### src/rtl/blk_crc_seq_ctrl.sv
// -----------------------------------------------------------------------------
// blk_crc_seq_ctrl
// Accepts one TBS-bit transport block and serialises it MSB-first, followed by
// its 24-bit CRC24A (poly 0x864CFB, init 0, no reflection, no final XOR).
// The output is a valid/ready bit stream that tolerates stalls of any length.
//
// Optional feature: define BLK_CRC_SEQ_PAR_OUT_EN to add a parallel CRC output
// (o_crc / o_crc_valid).
//
// Ports:
//   i_clk_crc    rising-edge clock
//   i_rst_crc    asynchronous active-low reset
//   i_blk_data   transport block, bit TBS-1 sent first
//   i_blk_valid  upstream offers a block
//   o_blk_ready  controller idle and able to accept a block
//   o_bit        serial output: data bits, then CRC bits
//   o_bit_valid  o_bit is valid
//   i_bit_ready  downstream accepts o_bit
//   o_bit_last   high on the final CRC bit (CRC bit 0)
//   o_busy       controller is not idle
//   o_done       one-cycle pulse after the last beat is accepted
//   o_crc        (optional) final CRC, held until the next acceptance
//   o_crc_valid  (optional) one-cycle pulse when o_crc is updated
// -----------------------------------------------------------------------------
module blk_crc_seq_ctrl #(
  parameter int unsigned TBS = 40
) (
  input  logic           i_clk_crc,
  input  logic           i_rst_crc,
  input  logic [TBS-1:0] i_blk_data,
  input  logic           i_blk_valid,
  output logic           o_blk_ready,
  output logic           o_bit,
  output logic           o_bit_valid,
  input  logic           i_bit_ready,
  output logic           o_bit_last,
  output logic           o_busy,
  output logic           o_done
`ifdef BLK_CRC_SEQ_PAR_OUT_EN
  ,
  output logic [23:0]    o_crc,
  output logic           o_crc_valid
`endif
);

  localparam int unsigned CRC_W = 24;
  localparam int unsigned CNT_W = $clog2(TBS + CRC_W);
  localparam logic [CRC_W-1:0] POLY      = 24'h864CFB;
  localparam logic [CNT_W-1:0] DATA_LAST = CNT_W'(TBS - 1);
  localparam logic [CNT_W-1:0] CRC_LAST  = CNT_W'(CRC_W - 1);

  typedef enum logic [1:0] {
    IDLE = 2'd0,
    DATA = 2'd1,
    CRC  = 2'd2
  } state_t;

  state_t           state_q, state_d;
  logic [CNT_W-1:0] cnt_q, cnt_d;
  logic [CRC_W-1:0] crc_q, crc_d;
  logic [TBS-1:0]   data_q, data_d;
  logic             beat;
  logic             accept;
  logic             crc_final;
  logic             done_d;
  logic             bit_d;
  logic             last_d;
  logic [4:0]       crc_idx;

  // A beat is a bit handed downstream; nothing advances without one.
  assign beat = o_bit_valid && i_bit_ready;

  // Next-state, counter, CRC and data-shift logic.
  always_comb begin
    state_d   = state_q;
    cnt_d     = cnt_q;
    crc_d     = crc_q;
    data_d    = data_q;
    accept    = 1'b0;
    crc_final = 1'b0;
    done_d    = 1'b0;
    case (state_q)
      IDLE: begin
        if (i_blk_valid) begin
          accept  = 1'b1;
          data_d  = i_blk_data;
          crc_d   = '0;
          cnt_d   = '0;
          state_d = DATA;
        end
      end
      DATA: begin
        if (beat) begin
          // Data is shifted so the bit on the wire is always data_q[TBS-1].
          data_d = data_q << 1;
          crc_d  = {crc_q[CRC_W-2:0], 1'b0} ^ ((crc_q[CRC_W-1] ^ o_bit) ? POLY : '0);
          if (cnt_q == DATA_LAST) begin
            cnt_d     = '0;
            crc_final = 1'b1;
            state_d   = CRC;
          end else begin
            cnt_d = cnt_q + CNT_W'(1);
          end
        end
      end
      CRC: begin
        if (beat) begin
          if (cnt_q == CRC_LAST) begin
            cnt_d   = '0;
            done_d  = 1'b1;
            state_d = IDLE;
          end else begin
            cnt_d = cnt_q + CNT_W'(1);
          end
        end
      end
      default: begin
        state_d = IDLE;
      end
    endcase
  end

  // Registered outputs are computed from next-state values so they line up
  // with the state they describe.
  always_comb begin
    crc_idx = 5'(CRC_LAST - cnt_d);
    bit_d   = 1'b0;
    last_d  = 1'b0;
    case (state_d)
      DATA:    bit_d = data_d[TBS-1];
      CRC: begin
        bit_d  = crc_d[crc_idx];
        last_d = (cnt_d == CRC_LAST);
      end
      default: bit_d = 1'b0;
    endcase
  end

  // State, datapath and output registers.
  always_ff @(posedge i_clk_crc or negedge i_rst_crc) begin
    if (!i_rst_crc) begin
      state_q     <= IDLE;
      cnt_q       <= '0;
      crc_q       <= '0;
      data_q      <= '0;
      o_blk_ready <= 1'b0;
      o_bit       <= 1'b0;
      o_bit_valid <= 1'b0;
      o_bit_last  <= 1'b0;
      o_busy      <= 1'b0;
      o_done      <= 1'b0;
    end else begin
      state_q     <= state_d;
      cnt_q       <= cnt_d;
      crc_q       <= crc_d;
      data_q      <= data_d;
      o_blk_ready <= (state_d == IDLE);
      o_bit       <= bit_d;
      o_bit_valid <= (state_d != IDLE);
      o_bit_last  <= last_d;
      o_busy      <= (state_d != IDLE);
      o_done      <= done_d;
    end
  end

`ifdef BLK_CRC_SEQ_PAR_OUT_EN
  // Parallel CRC: captured when the last data bit is consumed, cleared on the
  // next acceptance.
  always_ff @(posedge i_clk_crc or negedge i_rst_crc) begin
    if (!i_rst_crc) begin
      o_crc       <= '0;
      o_crc_valid <= 1'b0;
    end else begin
      o_crc_valid <= crc_final;
      if (accept) begin
        o_crc <= '0;
      end else if (crc_final) begin
        o_crc <= crc_d;
      end
    end
  end
`endif

endmodule

### config.mk
export PLATFORM = sky130hd
export DESIGN_NAME = blk_crc_seq_ctrl
export DESIGN_NICKNAME = d
export VERILOG_FILES = /design/src/rtl/blk_crc_seq_ctrl.sv
export SDC_FILE = /design/constraint.sdc
export NUM_CORES = 1
export LEC_CHECK = 0
export BUFFER_PORTS_ARGS = -buffer_cell sky130_fd_sc_hd__clkbuf_2
export CAP_MARGIN = 10
export CORE_UTILIZATION = 58
export DETAILED_ROUTE_END_ITERATION = 10
export GPL_TIMING_DRIVEN = 0
export PLACE_DENSITY = 0.8
export RECOVER_POWER = 100
export SLEW_MARGIN = 15
export SYNTH_ARGS = -nofsm -noshare
export SYNTH_HDL_FRONTEND = slang
export SYNTH_SLANG_ARGS = --single-unit
### constraint.sdc
create_clock -name i_clk_crc -period 2.9 [get_ports i_clk_crc]
set_input_delay 0.29 -clock i_clk_crc [delete_from_list [all_inputs] [get_ports i_clk_crc]]
set_output_delay 0.29 -clock i_clk_crc [all_outputs]
set_load 0.01 [all_outputs]
* Word-level counts from Yosys, hierarchy flattened
Cells that the tools add are included.
** Word-level totals
- Register bits after elaboration :: 77
- Bits of input ports :: 44
- Output and inout port bits :: 6
** Operators by class
- Add/subtract/negate cells :: 2
- $lt $le $gt $ge :: 1
- Equal/unequal tests :: 9
- Muxes and demuxes :: 26
- Bitwise logic cells :: 2
- Reductions and logical operators :: 6
** Operators with widths (number)
- $mux 40 :: 2
- $pmux 40 s2 :: 1
- $mux 24 :: 3
- $pmux 24 s2 :: 1
- $mux 6 :: 5
- $xor 24x24->24 :: 1
- $pmux 6 s3 :: 1
- $eq 6x5->1 const B :: 2
- $mux 2 :: 5
- $add 6x1->6 const B :: 1
- $eq 6x6->1 const B :: 1
- $lt 5x6->1 const B :: 1
- $pmux 2 s3 :: 1
- $bmux 1 s5 :: 1
- $mux 1 :: 5
- $sub 5x5->5 const A :: 1
- $eq 2x1->1 const B :: 2
- $eq 2x2->1 const B :: 2
- $logic_not 2->1 :: 2
- $ne 2x2->1 const B :: 2
- $reduce_bool 2->1 :: 2
- $reduce_and 3->1 :: 1
- $pmux 1 s2 :: 1
- $logic_and 1x1->1 :: 1
- $xor 1x1->1 :: 1

* Longest topological paths before layout
Gate-level depths: netlist of run 1.
- Depth after elaboration :: 8
- Depth in mapped cells :: 11

* Worst setup path before layout of run 1
Ideal clock, no wire load.
- Path kind :: flip-flop to flip-flop
- Start :: register cnt_q[0]
- End :: register o_bit
- Data arrival time :: 2399 ps
- Data required time :: 2776 ps
- Slack :: 377 ps
- Cell stages (with the launch flop) :: 10
- Clock period less this slack :: 2523 ps
- Cells stage by stage :: dfrtp_1 ha_1 and3b_1 a2111oi_2 nor4_2 a21o_4 mux2_4 o2111ai_1 o211ai_2 o31a_1
** On the way
- Longest elaborated chain between the ends :: 8
- Elaborated cells on any way between the ends :: 20
- Those cells by class :: add/sub: 2; eq/ne: 4; mux: 14
** Ends and longest elaborated chain
- from (decl) :: RTL line 59 : logic [CNT_W-1:0] cnt_q, cnt_d;
- from (signal assigned) :: RTL line 154 : cnt_q <= cnt_d;
- $add 6x1->6 (tied with other cells) :: RTL line 102, 113
- $mux 6 (on tied branches) :: RTL line 108, 97
- $mux 6 (on tied branches) :: RTL line 107, 93
- $pmux 6 s3 :: RTL line 82 : case (state_q)
- $sub 5x5->5 :: RTL line 126 : crc_idx = 5'(CRC_LAST - cnt_d);
- $bmux 1 s5 :: RTL line 132 : bit_d = crc_d[crc_idx];
- $mux 1 (implied by the code) :: RTL line 132
- $pmux 1 s2 * :: RTL line 129 : case (state_d)
- named net bit_d :: RTL line 66 : logic bit_d;
- to (signal assigned) :: RTL line 158 : o_bit <= bit_d;
- to (decl) :: RTL line 33 : output logic o_bit,
The timed path passes the listed nets; every way through them passes the cells marked *. The select of a mux whose other input is x is not followed.
A chain may end at the register's enable or synchronous reset.

* Final worst setup path of run 1
- Start :: register state_q[1]
- End :: register o_bit
** On the way
- Elaborated cells on any way between the ends :: 18
- Those cells by class :: add/sub: 1; eq/ne: 4; mux: 12; reduce/logical: 1
** RTL lines
- from (decl) :: RTL line 58 : state_t state_q, state_d;
- from (signal assigned) :: RTL line 153 : state_q <= state_d;
- $eq 2x1->1 / $logic_not 2->1 (equally long branches) :: RTL line 82
- $pmux 24 s2 * :: RTL line 82
- named net crc_d[0] :: RTL line 60 : logic [CRC_W-1:0] crc_q, crc_d;
- $bmux 1 s5 * :: RTL line 132
- $mux 1 (implied by the code) * :: RTL line 132
- $pmux 1 s2 * :: RTL line 129
- named net bit_d :: RTL line 66
Marks and branches as above.

==> impl_metrics.tcl, run 1 <==
set metrics [dict create \
    cts_tree "done" \
    critical-path-top-delay-family "simple AND/OR/NAND/NOR gates" \
    clock_latency_ns 0.34 \
    cp_max_fo 10 \
    grt.overflow.total 0 \
    synth_fp_nets 435 \
    hpwl_mm 5.73 \
    crit_path_max_incr_delay_ns 0.52 \
    hold_violations 0 \
    antenna_cells 0 \
    place_area_um2 4180 \
    setup_violations 0 \
    period_minus_slack_ns 2.79 \
    slowest_stage "mux4_1" \
    grt_use_met3_pct 3.68 \
    clkTransAtPathRegs_ns 0.08 \
    cts_sinks 77 \
    yosysSeqAreaShare_pct 50.6 \
    area_delta_synth_final_pct 15.6 \
    ys_ff_latch 77 \
    synth_area_leaders "dfrtp_1, nand2_1, a22oi_1" \
    fillers 504 \
    ys_warn_count 0 \
    cp-end-kind "flip-flop" \
    use_met1_pct 35.6 \
    p_leak_nw 2.16 \
    powerDensity_nw_per_um2 973 \
    die_area_um2 6900 \
    drt-pass1-iter-count 4 \
    gp_congestion 0.864 \
    synth-edff-count 0 \
    syn_area_um2 3810 \
    wl_per_cell_um 15.2 \
    initial_utilization_pct 60.0 \
    yosys.area.top_type "dfrtp_1" \
    max_freq_ghz 0.359 \
    rows 29 \
    grt_util_all_layers_pct 25.0 \
    die-height_um 83.1 \
    synth_commonest_cells "nand2_1, dfrtp_1, a22oi_1" \
    grt_pass1_wl_mm 13.8 \
    worst_pin_slew_ns 2.01 \
    cts-htree-levels 3 \
    drv_cap 1 \
    slew_headroom_pct -34.2 \
    synth-async-reset-ratio_pct 100 \
    grt_use_met2_pct 38.8 \
    worst_ep_required_time_ns 3.12 \
    period_share_pct 96.1 \
    synth_top_area_share_pct 50.6 \
    grt_pass1_vias 2949 \
    min_path_type "primary input to flip-flop" \
    ant_nets 0 \
    grt_antenna_before_repair 0 \
    drc 0 \
    finClkSkew_ns 0.0107 \
    io_pins 50 \
    syn_inst 387 \
    coreArea_um2 6350 \
    arrival_ns 3.01 \
    fin_setup_tns_ns 0 \
    start_kind "flip-flop" \
    rsz0062_at_grt "true" \
    ctsLongestPathBuffers 2 \
    die_x_um 83.1 \
    io_buffers 49 \
    initialDrtViolationCount 209 \
    yosysMostFrequentCell "nand2_1" \
    worst-setup-path-type "flip-flop to flip-flop" \
    cp_num_cells 10 \
    drive_gt1_share_pct 17.8 \
    viasPerCell 5.75 \
    cts-root-buf "clkbuf_8" \
    ir_drop_mv 0.576 \
    cts_setup_buffers 0 \
    nNetsFinal 497 \
    via_count 3051 \
    top_usage_layer "met2" \
    crit_path_cell_trace "buf_2 -> nor3b_4 -> nor2_2 -> clkbuf_1 -> nand2_1 -> o21ai_0 -> mux4_1 -> a22oi_1 -> nor2_1 -> o31a_1" \
    outcome "finished, violations left" \
    r2r_cells 10 \
    finalNonFillerCells 531 \
    worstHoldPathCells 3 \
    ys_types 59 \
    ys.flop_type "dfrtp_1" \
    finish.utilization_pct 69.4 \
    routed_wl_mm 8.09 \
    path_buf_inv 2 \
    postSynthAreaPerCell_um2 9.85 \
    report.final.slew_viol_count 36 \
    numCtsBuffers 9 \
    finalInstanceArea_um2 4410 \
    grt_max_degree 43 \
    violations "max-capacitance violations, max-slew violations" \
    place_inst 514 \
]
## cell type report
| class | count | area [um^2] | area share (%) |
|---|---|---|---|
| Sequential cell | 77 | 1930 | 43.8 |
| Multi-Input combinational cell | 279 | 1750 | 39.8 |
| Timing Repair Buffer | 51 | 268 | 6.08 |
| Clock buffer | 11 | 141 | 3.21 |
| Buffer | 24 | 108 | 2.44 |
| Tap cell | 77 | 96.3 | 2.19 |
| Clock inverter | 5 | 81.3 | 1.85 |
| Inverter | 7 | 31.3 | 0.710 |
## routing by layer
layer	wire, um	up-vias
met5	0	-
met4	93	0
met3	290	9
met2	3920	67
met1	3790	1473
li1	-	1502
## repair_timing
item / in CTS / in global routing
hold buffers: 1 / 0
hold endpoints to repair: 35 / 0
endpoints found under the setup margin: 0 / 12
resized for setup: 0 / 5
## cells in the final DEF, fill, tap and decap left out, types with 3 or more instances in the layout
master    Yosys  final
mux2i_1       5      5
buf_1         6      5
o21ai_0      15     15
a22o_1       13     13
xnor2_1       3      3
inv_1         6      6
clkbuf_1     11     18
buf_2         4      3
clkbuf_2      0     45
dfrtp_1      77     76
xor2_1       12     12
nor2b_1       5      5
nor2_1       12     12
nand2_1     104    104
and2_1        3      3
a22oi_1      40     40
ha_1          4      4
clkbuf_8      0     10
nand2b_1      6      6
a21oi_1       5      5
nand3_1       4      4
## per-stage QoR
stage	total power [mW]	hold WS [ns]	worst slack, ns
finish	4.29	0.173	0.113
global route	4.61	0.166	-0.0186
CTS	4.31	0.156	0.0725
detailed placement	3.39	0.322	0.0929
global placement	3.32	0.458	0.0414
floorplan	2.96	-0.00559	0.377
## cell families (layout without fill, tap and decap cells)
kind of cell	Yosys count	after routing	synth area share, %
simple gates	151	151	17.9
flops	77	77	50.6
xor+xnor	15	15	3.45
mux	8	8	3.09
buf+inv	31	98	3.61
compound gates	101	101	20.1
fa+ha+maj	4	4	1.31
## where the power goes
group | switching [mW] | internal (mW) | leakage [nW] | total [mW]
clock | 0.390 | 0.510 | 0.110 | 0.900
sequential | 0.269 | 1.50 | 0.988 | 1.77
combinational | 0.938 | 0.677 | 1.06 | 1.62
total | 1.60 | 2.69 | 2.16 | 4.29
## state kept, by name, indices dropped and copies added, names as in the netlist
signal / flops
o_blk_ready: 1
o_bit: 1
state_q: 2
o_busy: 1
data_q: 40
crc_q: 24
o_done: 1
cnt_q: 6
o_bit_last: 1
## worst register-to-register path: cells and delay by family, from the launching register on
| family | cells | cell delay [ns] |
|---|---|---|
| AOI/OAI and AO/OA | 3 | 0.54 |
| DFF | 1 | 0.40 |
| muxes | 1 | 0.52 |
| and+or+nand+nor | 4 | 0.73 |
| buffers and inverters | 2 | 0.48 |
## final timing paths
check / startpoint / to / slack, ns
worst min-delay path: i_blk_data[24] / data_q[24] / 0.17
min in group asynchronous: i_rst_crc / cnt_q[2] / 1.06
worst max-delay path: state_q[1] / o_bit / 0.11
worst min register to register: data_q[34] / data_q[34] / 0.48
max in group asynchronous: i_rst_crc / data_q[9] / 0.69
worst max register to register: state_q[1] / o_bit / 0.11
No activity file was read; power rests on OpenSTA's default activity.
==> run 2: changes to the inputs <==
PLACE_DENSITY = 0.78   (was 0.8)
==> run 2 against run 1 <==
The run still ends with max-capacitance violations, max-slew violations left. Maximum frequency rose by 1.1%. Cell count fell by 0.19%. Register-to-register slack improved by 0.03 ns. Utilization fell by 0.73 points. Clock power fell by 21%. Setup slack improved by 0.030 ns. Non-clock buffer count did not move. Global-route usage rose by 0.93 points. Sequential power barely moved. Final area fell by 1.1%. First-iteration DRC count rose by 3.8%. Die area did not move. Largest cell class unchanged.
==> impl_metrics.tcl, run 2 (same netlist as run 1, synthesis figures left out) <==
set metrics [dict create \
    grt_max_degree 44 \
    slew_headroom_pct -34.9 \
    cts_tree "done" \
    slowest_stage "dfrtp_2" \
    coreArea_um2 6350 \
    swShare_pct 39.1 \
    p_sw_mw 1.62 \
    grt_util_all_layers_pct 26.0 \
    max_freq_ghz 0.363 \
    min_path_type "primary input to flip-flop" \
    routed_wl_mm 8.45 \
    r2r_cells 9 \
    cts_setup_buffers 0 \
    setup_violations 0 \
    die-height_um 83.1 \
    die_x_um 83.1 \
    finClkSkew_ns 0.0119 \
    p_int_mw 2.51 \
    report.final.slew_viol_count 35 \
    drive_gt1_share_pct 18.3 \
    cp-end-kind "flip-flop" \
    antenna_cells 0 \
    hpwl_mm 5.85 \
    crit_path_max_incr_delay_ns 0.45 \
    initialDrtViolationCount 217 \
    die_area_um2 6900 \
    arrival_ns 2.98 \
    layout_commonest_cell "nand2_1" \
    largest_reg_flops 40 \
    p_leak_nw 2.14 \
    rows 29 \
    cts-root-buf "clkbuf_8" \
    powerDensity_nw_per_um2 947 \
    period_minus_slack_ns 2.76 \
    fin_setup_tns_ns 0 \
    initial_utilization_pct 60.0 \
    ir_drop_mv 0.606 \
    mostFrequentLayoutCells "nand2_1, dfrtp_1, clkbuf_2" \
    worstSetupStartpoint "cnt_q[0]" \
    r2r-start "cnt_q[0]" \
    numCtsBuffers 9 \
    io_pins 50 \
    critical-path-top-delay-family "compound AO/OA/AOI/OAI gates" \
    start_kind "flip-flop" \
    worst-setup-path-type "flip-flop to flip-flop" \
    wl_per_cell_um 15.9 \
    nNetsFinal 497 \
    io_buffers 49 \
    clkTransAtPathRegs_ns 0.08 \
    cts-htree-levels 3 \
    crit_path_cell_trace "ha_2 -> nand3b_1 -> o31ai_2 -> a32o_2 -> inv_1 -> or3_1 -> o2111ai_1 -> o211ai_2 -> o31a_1" \
    rsz0062_at_grt "false" \
    violations "max-capacitance violations, max-slew violations" \
    area_delta_synth_final_pct 14.4 \
    period_share_pct 95.1 \
    worst_ep_required_time_ns 3.12 \
    grt_pass1_wl_mm 14.3 \
    grt_pass1_vias 3041 \
    cp_num_cells 9 \
    min-delay-start "i_blk_data[27]" \
    largest-register "data_q" \
    path_buf_inv 1 \
    outcome "finished, violations left" \
    cp_max_fo 7 \
    ant_nets 0 \
    clock_latency_ns 0.35 \
    clkPwrFrac_pct 17.3 \
    finish.utilization_pct 68.7 \
    pwr-share-seq_pct 43.2 \
    gp_congestion 0.852 \
    cts_sinks 77 \
    via_count 3121 \
    grt_antenna_before_repair 0 \
    ctsLongestPathBuffers 2 \
    worstHoldPathCells 3 \
    grt.overflow.total 0 \
    viasPerCell 5.89 \
    drv_cap 1 \
    p_comb_share_pct 39.4 \
    drt-pass1-iter-count 4 \
    top_regs "data_q x40, crc_q x24, cnt_q x6" \
    drc 0 \
    hold_violations 0 \
    holdWs_ns 0.165 \
    worst_pin_slew_ns 2.02 \
]
run 2: tightest hold or removal path: cells and delay by family:
family / cells / cell delay (ns)
buffers and inverters: 1 / 0.07
AOI/OAI and AO/OA: 1 / 0.06
and+or+nand+nor: 1 / 0.05
run 2: area by class of cell:
type / instances / area [um^2]
tap: 77 / 96.3
inverter: 7 / 31.3
timing repair buffer: 51 / 268
buffer: 24 / 109
clock buffer: 10 / 138
sequential: 77 / 1930
multi-input combinational: 279 / 1750
fill: 519 / 1990
clock inverter: 5 / 35.0
run 2: final timing paths:
check | to | slack, ns
max | o_bit | 0.14
min | data_q[27] | 0.17
max reg2reg | o_bit | 0.14
min reg2reg | data_q[17] | 0.48
max in group asynchronous | crc_q[4] | 0.67
min in group asynchronous | data_q[22] | 1.06
run 2: power groups by stage:
stage / sequential [mW] / combinational [mW] / clock, mW
after floorplan: 1.72 / 1.24 / 0
after global placement: 1.77 / 1.55 / 0
after detailed placement: 1.79 / 1.61 / 0
after CTS: 1.77 / 1.63 / 0.733
after global routing: 1.83 / 1.82 / 0.780
final: 1.78 / 1.63 / 0.715
run 2: routing by layer:
metal / global-route usage (%) / vias up / part of all wire [%]
li1: - / 1505 / -
met1: 36.2 / 1543 / 47
met2: 41.8 / 64 / 48
met3: 3.68 / 9 / 3.3
met4: 9.25 / 0 / 1.3
met5: 0 / - / 0
run 2: timing repair:
| item | CTS | global route |
|---|---|---|
| gates resized for setup | 0 | 7 |
| hold buffers | 1 | 0 |
| endpoints found under the hold margin | 34 | 0 |
| endpoints found under the setup margin | 0 | 11 |
run 2: metrics by stage:
step	instances	instance area [um^2]	worst slack [ns]	power [mW]
2_1_floorplan	387	3810	0.377	2.96
3_3_place_gp	513	4150	0.00243	3.32
3_5_place_dp	514	4180	0.0273	3.40
4_1_cts	530	4360	0.00418	4.14
5_1_grt	530	4360	0.00604	4.43
6_report	530	4360	0.143	4.13
